**src/rtl/pong_game_logic.sv**
```systemverilog
// Per-frame game-state engine for Pong: paddle, ball, walls, scoring and serve delay.
// Every state register changes only on a frame tick, except the miss pulse, which self-clears.
module pong_game_logic #(
  parameter int H_RES        = 640,
  parameter int V_RES        = 480,
  parameter int X_POS_W      = 10,
  parameter int Y_POS_W      = 9,
  parameter int PADDLE_X     = 16,
  parameter int PADDLE_W     = 8,
  parameter int PADDLE_H     = 64,
  parameter int BALL_SIZE    = 8,
  parameter int PADDLE_STEP  = 4,
  parameter int BALL_SPEED   = 2,
  parameter int SERVE_FRAMES = 60,
  parameter int SCORE_W      = 4
) (
  input  logic               clk_i,
  input  logic               rst_n_i,
  input  logic               frame_tick_i,
  input  logic [1:0]         keys_i,
  output logic [Y_POS_W-1:0] paddle_y_o,
  output logic [X_POS_W-1:0] ball_x_o,
  output logic [Y_POS_W-1:0] ball_y_o,
  output logic               ball_visible_o,
  output logic [SCORE_W-1:0] score_o,
  output logic               miss_o
);

  localparam int CNT_W = $clog2(SERVE_FRAMES);

  localparam logic [Y_POS_W-1:0] PADDLE_Y_RST = Y_POS_W'((V_RES - PADDLE_H) / 2);
  localparam logic [X_POS_W-1:0] BALL_X_RST   = X_POS_W'((H_RES - BALL_SIZE) / 2);
  localparam logic [Y_POS_W-1:0] BALL_Y_RST   = Y_POS_W'((V_RES - BALL_SIZE) / 2);
  localparam logic [CNT_W-1:0]   CNT_LAST     = CNT_W'(SERVE_FRAMES - 1);

  localparam logic signed [Y_POS_W:0] Y_STEP  = (Y_POS_W+1)'(PADDLE_STEP);
  localparam logic signed [Y_POS_W:0] Y_SPD   = (Y_POS_W+1)'(BALL_SPEED);
  localparam logic signed [Y_POS_W:0] Y_BALL  = (Y_POS_W+1)'(BALL_SIZE);
  localparam logic signed [Y_POS_W:0] Y_PAD_H = (Y_POS_W+1)'(PADDLE_H);
  localparam logic signed [Y_POS_W:0] PY_MAX  = (Y_POS_W+1)'(V_RES - PADDLE_H);
  localparam logic signed [Y_POS_W:0] BY_MAX  = (Y_POS_W+1)'(V_RES - BALL_SIZE);
  localparam logic signed [X_POS_W:0] X_SPD   = (X_POS_W+1)'(BALL_SPEED);
  localparam logic signed [X_POS_W:0] BX_MAX  = (X_POS_W+1)'(H_RES - BALL_SIZE);
  localparam logic signed [X_POS_W:0] BX_PAD  = (X_POS_W+1)'(PADDLE_X + PADDLE_W);

  typedef enum logic {ST_SERVE, ST_PLAY} state_e;

  state_e               state_q, state_d;
  logic [Y_POS_W-1:0]   paddle_y_q, paddle_y_d;
  logic [X_POS_W-1:0]   ball_x_q, ball_x_d;
  logic [Y_POS_W-1:0]   ball_y_q, ball_y_d;
  logic                 visible_q, visible_d;
  logic [SCORE_W-1:0]   score_q, score_d;
  logic                 miss_q, miss_d;
  logic                 dx_right_q, dx_right_d;
  logic                 dy_down_q, dy_down_d;
  logic                 dy_tog_q, dy_tog_d;
  logic [CNT_W-1:0]     serve_cnt_q, serve_cnt_d;

  // One extra signed bit so subtractions go negative instead of wrapping.
  logic signed [Y_POS_W:0] py_s, by_s, py_up, py_dn, by_up, by_dn;
  logic signed [X_POS_W:0] bx_s, bx_lf, bx_rt;
  logic                    overlap;

  assign py_s    = $signed({1'b0, paddle_y_q});
  assign by_s    = $signed({1'b0, ball_y_q});
  assign bx_s    = $signed({1'b0, ball_x_q});
  assign py_up   = py_s - Y_STEP;
  assign py_dn   = py_s + Y_STEP;
  assign by_up   = by_s - Y_SPD;
  assign by_dn   = by_s + Y_SPD;
  assign bx_lf   = bx_s - X_SPD;
  assign bx_rt   = bx_s + X_SPD;
  assign overlap = (by_s + Y_BALL > py_s) && (by_s < py_s + Y_PAD_H);

  always_comb begin
    state_d     = state_q;
    paddle_y_d  = paddle_y_q;
    ball_x_d    = ball_x_q;
    ball_y_d    = ball_y_q;
    visible_d   = visible_q;
    score_d     = score_q;
    miss_d      = 1'b0;
    dx_right_d  = dx_right_q;
    dy_down_d   = dy_down_q;
    dy_tog_d    = dy_tog_q;
    serve_cnt_d = serve_cnt_q;

    if (frame_tick_i) begin
      if (keys_i == 2'b01) begin
        paddle_y_d = py_up[Y_POS_W] ? '0 : py_up[Y_POS_W-1:0];
      end else if (keys_i == 2'b10) begin
        paddle_y_d = (py_dn > PY_MAX) ? PY_MAX[Y_POS_W-1:0] : py_dn[Y_POS_W-1:0];
      end

      if (state_q == ST_SERVE) begin
        if (serve_cnt_q == CNT_LAST) begin
          serve_cnt_d = '0;
          state_d     = ST_PLAY;
          visible_d   = 1'b1;
          dx_right_d  = 1'b1;
          dy_down_d   = ~dy_tog_q;
          dy_tog_d    = ~dy_tog_q;
        end else begin
          serve_cnt_d = serve_cnt_q + 1'b1;
        end
      end else begin
        if (!dy_down_q) begin
          if (by_s <= Y_SPD) begin
            ball_y_d  = '0;
            dy_down_d = 1'b1;
          end else begin
            ball_y_d = by_up[Y_POS_W-1:0];
          end
        end else if (by_dn >= BY_MAX) begin
          ball_y_d  = BY_MAX[Y_POS_W-1:0];
          dy_down_d = 1'b0;
        end else begin
          ball_y_d = by_dn[Y_POS_W-1:0];
        end

        if (dx_right_q) begin
          if (bx_rt >= BX_MAX) begin
            ball_x_d   = BX_MAX[X_POS_W-1:0];
            dx_right_d = 1'b0;
          end else begin
            ball_x_d = bx_rt[X_POS_W-1:0];
          end
        end else if (bx_lf <= BX_PAD) begin
          if (overlap) begin
            ball_x_d   = BX_PAD[X_POS_W-1:0];
            dx_right_d = 1'b1;
            score_d    = (score_q == '1) ? score_q : score_q + 1'b1;
          end else begin
            // A miss overrides the vertical update computed above.
            miss_d      = 1'b1;
            score_d     = '0;
            visible_d   = 1'b0;
            ball_x_d    = BALL_X_RST;
            ball_y_d    = BALL_Y_RST;
            dy_down_d   = dy_down_q;
            state_d     = ST_SERVE;
            serve_cnt_d = '0;
          end
        end else begin
          ball_x_d = bx_lf[X_POS_W-1:0];
        end
      end
    end
  end

  always_ff @(posedge clk_i or negedge rst_n_i) begin
    if (!rst_n_i) begin
      state_q     <= ST_SERVE;
      paddle_y_q  <= PADDLE_Y_RST;
      ball_x_q    <= BALL_X_RST;
      ball_y_q    <= BALL_Y_RST;
      visible_q   <= 1'b0;
      score_q     <= '0;
      miss_q      <= 1'b0;
      dx_right_q  <= 1'b1;
      dy_down_q   <= 1'b1;
      dy_tog_q    <= 1'b0;
      serve_cnt_q <= '0;
    end else begin
      state_q     <= state_d;
      paddle_y_q  <= paddle_y_d;
      ball_x_q    <= ball_x_d;
      ball_y_q    <= ball_y_d;
      visible_q   <= visible_d;
      score_q     <= score_d;
      miss_q      <= miss_d;
      dx_right_q  <= dx_right_d;
      dy_down_q   <= dy_down_d;
      dy_tog_q    <= dy_tog_d;
      serve_cnt_q <= serve_cnt_d;
    end
  end

  assign paddle_y_o     = paddle_y_q;
  assign ball_x_o       = ball_x_q;
  assign ball_y_o       = ball_y_q;
  assign ball_visible_o = visible_q;
  assign score_o        = score_q;
  assign miss_o         = miss_q;

endmodule

```
**config.mk**
```make
export PLATFORM = sky130hd
export DESIGN_NAME = pong_game_logic
export DESIGN_NICKNAME = d
export VERILOG_FILES = /design/src/rtl/pong_game_logic.sv
export SDC_FILE = /design/constraint.sdc
export NUM_CORES = 1
export LEC_CHECK = 0
export BUFFER_PORTS_ARGS = -buffer_cell sky130_fd_sc_hd__buf_2
export CAP_MARGIN = 25
export CORE_MARGIN = 1
export CORE_UTILIZATION = 60
export CTS_CLUSTER_DIAMETER = 120
export CTS_CLUSTER_SIZE = 24
export DETAILED_ROUTE_END_ITERATION = 8
export PLACE_DENSITY = 0.91
export SLEW_MARGIN = 20
export SYNTH_ARGS = -nofsm -noshare
export SYNTH_HDL_FRONTEND = slang
export SYNTH_SLANG_ARGS = --single-unit
```
**constraint.sdc**
```tcl
create_clock -name clk_i -period 3.46 [get_ports clk_i]
set_input_delay 0 -clock clk_i [delete_from_list [all_inputs] [get_ports clk_i]]
set_output_delay 0 -clock clk_i [all_outputs]
set_load 0.02 [all_outputs]
```
==> impl_metrics.ini, run 1 <==
[route]
first_pass_iters = 5
ant_nets = 0
wl_um = 9680
vias_per_cell = 6.74
avgRoutedWirePerCell_um = 17.1
dr_total_vias = 3823
drt_iter0_drc = 444
route.detailed.drc = 0

[setup_path]
endpoint = score_o[2]$_DFFE_PN0P_
worstPathMaxFanout = 12
arrival_ps = 3450
start_kind = register
worst-r2r-cell-count = 11
crit_type = register to register
crit_path_start = ball_y_o[3]$_DFFE_PN1P_
cp-end-kind = register
critical_path_required_ps = 3640
r2r_end = score_o[2]$_DFFE_PN0P_
r2r_start = ball_y_o[3]$_DFFE_PN1P_
rrSetupSlack_ps = 200

[global_route]
grt_max_degree = 42
overflow = 0
grt_pass1_wl_um = 15600
gr-usage-all-layers = 0.303
antenna_found_initial = 0
grt_pass1_vias = 3331

[logic_synthesis]
synth_seq_cells = 41
ys_seq_area_frac = 0.279
synthTopCellsByArea = dfrtp_1 (17%), dfstp_2 (11%), ha_1 (10%), o21ai_0 (4.4%), nand2_1 (4.3%)
yosysUniqueCellTypes = 72
synth_top_area_share = 0.174
avgSynthCellArea_um2 = 7.94
synth.largest_area_cell = dfrtp_1
syn-instance-count = 472
syn-cell-area_um2 = 3750
synth_edf_count = 0
async_flop_share = 1.00
yosysWarnings = 0
synthTopCellsByCount = nand2_1 (43), o21ai_0 (33), ha_1 (30), nor2_1 (30), clkbuf_1 (28)
yosys.cell_count.top_type = nand2_1
synthFlopType = dfrtp_1

[clocking]
clkTransAtPathRegs_ps = 90
clock-root-buffer = clkbuf_8
cts.path.max_buffers = 2
htreeDepth = 2
cts_setup_buffers = 0
clk_latency_ps = 310
cts_tree = done
cts_buffers = 5
cts.sinks = 41

[timing]
final_max_slew_viol_count = 0
slew_headroom = 0.413
hold_slack_ps = 126
fmax_mhz = 306
finalHoldViolations = 0
tightest_slew_ps = 874
fin_worst_skew_ps = 1.90
rsz0062_at_grt = no
finalCritPeriodShare = 0.943
final.setup.tns_ps = 0
period_minus_slack_ps = 3260
finalSetupViolations = 0

[die]
io_pins = 39
die_w_um = 81.0
row_count = 28
dieArea_um2 = 6560
initial_core_util = 0.629
design.core.area_um2 = 5960
fp.dieH_um = 81.0

[place]
io_buffers = 35
dp.cells = 557
hpwl_um = 6860
place_area_um2 = 3930
place_congestion = 0.922

[status]
outcome = finished, final reports clean

[cells_and_area]
fin_area_um2 = 4060
syn_to_final_growth_pct = 8.45
nNetsFinal = 526
layout-drive-gt1-share = 0.163
antennaDiodeCount = 0
stdcell_count = 567

[power]
vdd_drop_max_mv = 0.568
finalPower_uw = 3380
p_per_area_nw_per_um2 = 831
p_leak_uw = 0.00174

[hold_path]
hold_path_class = input port to register

[flow_run]
maxCapViolCount = 0
==> worst max-delay path, stage by stage, from the launching register on <==
cell and delay, ps:
dfstp_2 670, ha_1 300, nand3_1 120, xnor2_1 140, ha_1 310, nand4_1 110, o41ai_1 460, nor3_1 100
buf_4 170, or2_2 340, nor2_1 320, nor3_1 110
==> how the worst min path moves through the flow <==
stage / startpoint / end / slack, ps / depth (start not counted)
6_report: frame_tick_i / state_q$_DFFE_PN0P_ / 130 / 3
5_1_grt: frame_tick_i / state_q$_DFFE_PN0P_ / 130 / 3
4_1_cts: frame_tick_i / dx_right_q$_DFFE_PN1P_ / 100 / 3
3_5_place_dp: rst_n_i / paddle_y_o[8]$_DFFE_PN0P_ / 200 / 1
3_3_place_gp: rst_n_i / paddle_y_o[8]$_DFFE_PN0P_ / 170 / 1
2_1_floorplan: rst_n_i / ball_visible_o$_DFFE_PN0P_ / -300 / 0
==> cell usage in the layout, fill, tap and decap left out, drive strengths merged, types with 5 or more instances in the layout <==
cell type,count
buf,44
nand2,43
o21ai,34
nor2,32
ha,30
a21oi,26
dfrtp,26
inv,25
nand3,23
nor3,23
dfstp,15
xnor2,10
nand4,10
and3,8
a211oi,8
a31oi,7
o22ai,7
nor4,7
nor2b,6
or3,5
nand2b,5
o21a,5
a21o,5
o31ai,5
clkbuf,5
o211ai,5
==> registers in the layout (all words and copies together), names as in the netlist <==
| register | cells |
|---|---|
| dy_down_q | 1 |
| ball_y_o | 9 |
| dy_tog_q | 1 |
| ball_x_o | 9 |
| dx_right_q | 1 |
| miss_o | 1 |
| serve_cnt_q | 6 |
| ball_visible_o | 1 |
| paddle_y_o | 7 |
| score_o | 4 |
| state_q | 1 |
==> final cells by class <==
class                           count  area (µm²)
Tap cell                           75        93.8
Multi-Input combinational cell    374        2470
Sequential cell                    41        1040
Fill cell                         493        1890
Clock buffer                        5        68.8
Inverter                           24        90.1
Clock inverter                      3        25.0
Timing Repair Buffer               45         265
==> report_power, final <==
part / switching [µW] / internal [µW] / total [µW]
sequential: 382 / 688 / 1070
combinational: 1180 / 787 / 1970
clock: 192 / 146 / 338
total: 1750 / 1620 / 3380
==> timing repair <==
item	in CTS	in global routing
setup endpoints to repair	0	6
resized for setup	0	2
hold buffers	1	0
endpoints found under the hold margin	26	0
==> cell families after synthesis <==
group / Yosys count / share of synthesized area
and+or+nand+nor: 180 / 0.246
AOI/OAI and AO/OA: 146 / 0.273
adders and majority gates: 30 / 0.100
buffers and inverters: 59 / 0.0648
muxes: 3 / 0.00802
DFF: 41 / 0.279
xor gates and xnor gates: 12 / 0.0281
other: 1 / 0.00100
==> stage by stage <==
stage / worst slack, ps / util
floorplan: 258 / -
global placement: 232 / 0.660
detailed placement: 92.7 / 0.660
CTS: 83.6 / 0.677
global route: 33.6 / 0.682
finish: 196 / 0.682
==> metal layers <==
metal | GRT usage | vias to the layer above | wire length, µm
li1 | - | 1791 | -
met3 | 0.0506 | 38 | 833
met2 | 0.491 | 220 | 4590
met4 | 0.138 | 0 | 249
met1 | 0.395 | 1774 | 4010
met5 | 0 | - | 0
Note: power is estimated with default switching activity, not from simulation.
==> run 2, diff against run 1 <==
--- a/config.mk
+++ b/config.mk
@@ -7,6 +7,7 @@
 export LEC_CHECK = 0
 export BUFFER_PORTS_ARGS = -buffer_cell sky130_fd_sc_hd__buf_2
 export CAP_MARGIN = 25
+export CORE_ASPECT_RATIO = 1.2
 export CORE_MARGIN = 1
 export CORE_UTILIZATION = 60
 export CTS_CLUSTER_DIAMETER = 120
==> run 2 against run 1 <==
Compared with the run above:
- combinational power hardly changed
- worst hold slack got worse by 15 ps
- sequential power barely moved
- via count is 0.97% higher
- cell count is 0.88% higher
- sequential share of layout area shrank 0.18 points
- flip-flop and latch count unchanged
- die area about the same
- critical path depth is the same
- critical path type unchanged
==> impl_metrics.ini, run 2 (synthesis results as in run 1) <==
[power]
p_per_area_nw_per_um2 = 848
p_leak_uw = 0.00175
vdd_drop_max_mv = 0.363
finalPower_uw = 3470

[setup_path]
crit_buf_inv = 1
critical-path-top-delay-family = simple AND/OR/NAND/NOR gates
crit_chain = ha_1 > nand3_1 > xnor2_1 > ha_1 > nand4_1 > o41ai_2 > nor3_2 > buf_4 > or2_2 > nor2_1 > nor3_1
r2r_start = ball_y_o[3]$_DFFE_PN1P_
start_kind = register
cp_common_cell = ha_1
cp-end-kind = register
critical_path_required_ps = 3630
crit_type = register to register
crit_path_top_delay_cell = dfstp_2
crit_path_start = ball_y_o[3]$_DFFE_PN1P_
worstPathMaxFanout = 12
slowest_delay_ps = 650
arrival_ps = 3400

[die]
initial_core_util = 0.623
row_count = 31
io_pins = 39
design.core.area_um2 = 6010
fp.dieH_um = 88.6
die_w_um = 74.1
dieArea_um2 = 6560

[cells_and_area]
nNetsFinal = 524
fin_area_um2 = 4090
seqCellArea_um2 = 1040
fin_util = 0.681
layout-drive-gt1-share = 0.161
layout_common_cells = nand2_1 (43), buf_2 (35), o21ai_0 (33)
antennaDiodeCount = 0
syn_to_final_growth_pct = 9.22
nFillCells = 473
multi_input_area_um2 = 2490
final_common_cell = nand2_1

[place]
place_congestion = 0.977
io_buffers = 35
place_area_um2 = 3920
hpwl_um = 6870
dp_slack_ps = 166

[route]
first_pass_iters = 5
drt_iter0_drc = 404
vias_per_cell = 6.75
route.detailed.drc = 0
dr_total_vias = 3860
wl_um = 9870
avgRoutedWirePerCell_um = 17.3
ant_nets = 0

[timing]
tightest_slew_ps = 793
finalHoldViolations = 0
finalCritPeriodShare = 0.932
slew_headroom = 0.471
fin_ws_ps = 234
fmax_mhz = 310
final_max_slew_viol_count = 0
fin_worst_skew_ps = 7.85
finalSetupViolations = 0
final.setup.tns_ps = 0
period_minus_slack_ps = 3230

[hold_path]
min_from = frame_tick_i
hold_path_class = input port to register

[flow_run]
maxCapViolCount = 0

[clocking]
cts_tree = done
cts_buffers = 5
cts.path.max_buffers = 2
clkTransAtPathRegs_ps = 80
clk_latency_ps = 300
cts.sinks = 41
htreeDepth = 2
clock-root-buffer = clkbuf_8

[global_route]
grt_max_degree = 42
antenna_found_initial = 0
gr-usage-all-layers = 0.315
overflow = 0
grt_pass1_vias = 3625
grt_pass1_wl_um = 16200

[status]
outcome = finished, final reports clean
==> run 2: cell type report <==
class | instances | area share
multi-input cells | 374 | 0.608
flip-flops and latches | 41 | 0.255
repair buffers | 43 | 0.0612
well taps | 82 | 0.0251
inverters | 24 | 0.0220
clock buffers | 7 | 0.0211
clock inverters | 1 | 0.00734
==> run 2: what timing repair did <==
action	CTS	global route
gates resized for setup	0	4
hold endpoints to repair	26	0
setup endpoints to repair	0	8
buffers inserted	0	0
hold buffers	1	0
==> run 2: tightest hold or removal path: cells and delay by family <==
| kind | cells | cell delay (ps) |
|---|---|---|
| AO/OA/AOI/OAI | 2 | 210 |
| buffers and inverters | 1 | 200 |
==> run 2: layer usage <==
layer | vias to the layer above | GRT usage | share of wire
li1 | 1790 | - | -
met2 | 185 | 0.536 | 0.50
met5 | - | 0 | 0
met3 | 43 | 0.0421 | 0.061
met1 | 1842 | 0.370 | 0.40
met4 | 0 | 0.199 | 0.037
==> run 2: where the power goes <==
group          switching [µW]  internal, µW
clock                     176           235
sequential                371           688
combinational            1210           788
==> run 2: per-stage QoR <==
| step | hold slack, ps | std cells |
|---|---|---|
| after floorplan | -296 | 474 |
| after global placement | 179 | 562 |
| after detailed placement | 189 | 562 |
| after CTS | 90.5 | 571 |
| after global routing | 149 | 572 |
| final | 111 | 572 |
==> run 2: path summary, 6_finish.rpt <==
kind                                                   to  slack (ps)  depth (start not counted)
worst max-delay path               score_o[2]$_DFFE_PN0P_         230                         11
worst min-delay path               dx_right_q$_DFFE_PN1P_         110                          3
worst max register to register     score_o[2]$_DFFE_PN0P_         230                         11
worst min register to register       dy_tog_q$_DFFE_PN0P_         480                          1
max in group asynchronous         ball_x_o[8]$_DFFE_PN1P_        2770                          3
min in group asynchronous       paddle_y_o[5]$_DFFE_PN0P_         140                          2
==> run 3, diff against run 2 <==
--- a/config.mk
+++ b/config.mk
@@ -7,9 +7,11 @@
 export LEC_CHECK = 0
 export BUFFER_PORTS_ARGS = -buffer_cell sky130_fd_sc_hd__buf_2
 export CAP_MARGIN = 25
+export CELL_PAD_IN_SITES_DETAIL_PLACEMENT = 1
+export CELL_PAD_IN_SITES_GLOBAL_PLACEMENT = 1
 export CORE_ASPECT_RATIO = 1.2
 export CORE_MARGIN = 1
-export CORE_UTILIZATION = 60
+export CORE_UTILIZATION = 45
 export CTS_CLUSTER_DIAMETER = 120
 export CTS_CLUSTER_SIZE = 24
 export DETAILED_ROUTE_END_ITERATION = 8
==> run 3 against run 2 <==
Compared with the run above:
- global-route usage fell by 2.8 points
- clock skew rose by 1.2 ps
- via count fell by 0.44%
- routed wire length rose by 19%
- sequential share of layout area fell by 0.13 points
- sequential power barely moved
- register-to-register slack got worse by 20 ps
- core utilization fell by 17 points
- power rose by 1.0%
- largest power group unchanged
- highest routed layer unchanged
==> impl_metrics.ini, run 3 (synthesis results as in run 1) <==
[setup_path]
slowest_delay_ps = 650
cp-end-kind = register
worstPathMaxFanout = 11
crit_buf_inv = 2
crit_type = register to register
crit_chain = inv_1 > ha_1 > inv_1 > ha_1 > a211o_1 > a311oi_1 > nor2_1 > nor3_2 > nor2_4 > a2111oi_0 > a21oi_1
critical_path_required_ps = 3700
crit_path_top_delay_cell = dfstp_2
arrival_ps = 3480
start_kind = register
critical-path-top-delay-family = compound AO/OA/AOI/OAI gates

[global_route]
gr-usage-all-layers = 0.287
grt_max_degree = 42
overflow = 0
antenna_found_initial = 0
grt_pass1_vias = 3872
grt_pass1_wl_um = 19700

[timing]
finalCritPeriodShare = 0.937
tightest_slew_ps = 747
fin_worst_skew_ps = 9.09
rsz0062_at_grt = yes
period_minus_slack_ps = 3240
hold_slack_ps = 68.0
fmax_mhz = 309
slew_headroom = 0.502
final_max_slew_viol_count = 0
final.setup.tns_ps = 0
finalHoldViolations = 0
finalSetupViolations = 0

[route]
route.detailed.drc = 0
dr_total_vias = 3843
ant_nets = 0
drt_iter0_drc = 135
first_pass_iters = 4
wl_um = 11800
avgRoutedWirePerCell_um = 20.0
vias_per_cell = 6.52

[power]
vdd_drop_max_mv = 0.269
p_leak_uw = 0.00176
p_per_area_nw_per_um2 = 852
finalPower_uw = 3500

[die]
row_count = 36
die_w_um = 85.3
design.core.area_um2 = 8110
dieArea_um2 = 8690
io_pins = 39
initial_core_util = 0.462
fp.dieH_um = 102

[flow_run]
maxCapViolCount = 0

[cells_and_area]
layout-drive-gt1-share = 0.172
nFillCells = 1044
antennaDiodeCount = 0
multi_input_area_um2 = 2490
seqCellArea_um2 = 1040
layout_common_cells = nand2_1 (43), buf_2 (35), o21ai_0 (33)
syn_to_final_growth_pct = 9.79
final_common_cell = nand2_1
stdcell_count = 589
nNetsFinal = 528
fin_area_um2 = 4110

[place]
place_congestion = 0.928
place_area_um2 = 3970
hpwl_um = 8520
io_buffers = 35
dp.cells = 579

[clocking]
cts.sinks = 41
htreeDepth = 2
clock-root-buffer = clkbuf_8
cts_buffers = 5
cts_tree = done
cts.path.max_buffers = 2
clk_latency_ps = 320
clkTransAtPathRegs_ps = 100

[hold_path]
hold_path_class = input port to asynchronous set/reset pin

[status]
outcome = finished, final reports clean
run 3: final timing paths:
check	cells past startpoint	from	slack, ps	end
min	2	rst_n_i	70	paddle_y_o[5]$_DFFE_PN0P_
min in group clk_i	3	frame_tick_i	100	dx_right_q$_DFFE_PN1P_
max	11	paddle_y_o[7]$_DFFE_PN1P_	220	ball_y_o[2]$_DFFE_PN1P_
max reg2reg	11	paddle_y_o[7]$_DFFE_PN1P_	220	ball_y_o[2]$_DFFE_PN1P_
max in group asynchronous	3	rst_n_i	2850	ball_x_o[3]$_DFFE_PN1P_
min reg2reg	1	dy_tog_q$_DFFE_PN0P_	500	dy_tog_q$_DFFE_PN0P_
run 3: layout make-up:
cell class / instances / area share
clock inverters: 3 / 0.00517
flip-flops and latches: 41 / 0.254
well taps: 95 / 0.0289
multi-input cells: 374 / 0.605
repair buffers: 47 / 0.0681
inverters: 24 / 0.0219
clock buffers: 5 / 0.0167
run 3: report_power, final:
| part | total, µW | internal (µW) | switching (µW) |
|---|---|---|---|
| Clock | 350 | 144 | 206 |
| Sequential | 1050 | 687 | 365 |
| Combinational | 2100 | 808 | 1300 |
run 3: per-layer routing:
layer,vias up,global-route usage,part of all wire
met4,0,0.133,0.023
met1,1934,0.359,0.43
met3,22,0.0307,0.030
li1,1795,-,-
met5,-,0,0
met2,92,0.499,0.52
run 3: through the flow:
step	setup slack (ps)	utilization
floorplan	258	-
global placement	260	0.490
detailed placement	-87.3	0.490
CTS	95.5	0.503
global route	-47.1	0.507
finish	219	0.507
run 3: timing repair:
item | in CTS | in global routing
setup buffers | 0 | 0
endpoints found under the setup margin | 7 | 10
endpoints found under the hold margin | 26 | 0
resized for setup | 1 | 5
hold buffers | 1 | 0
pin swaps | 0 | 0
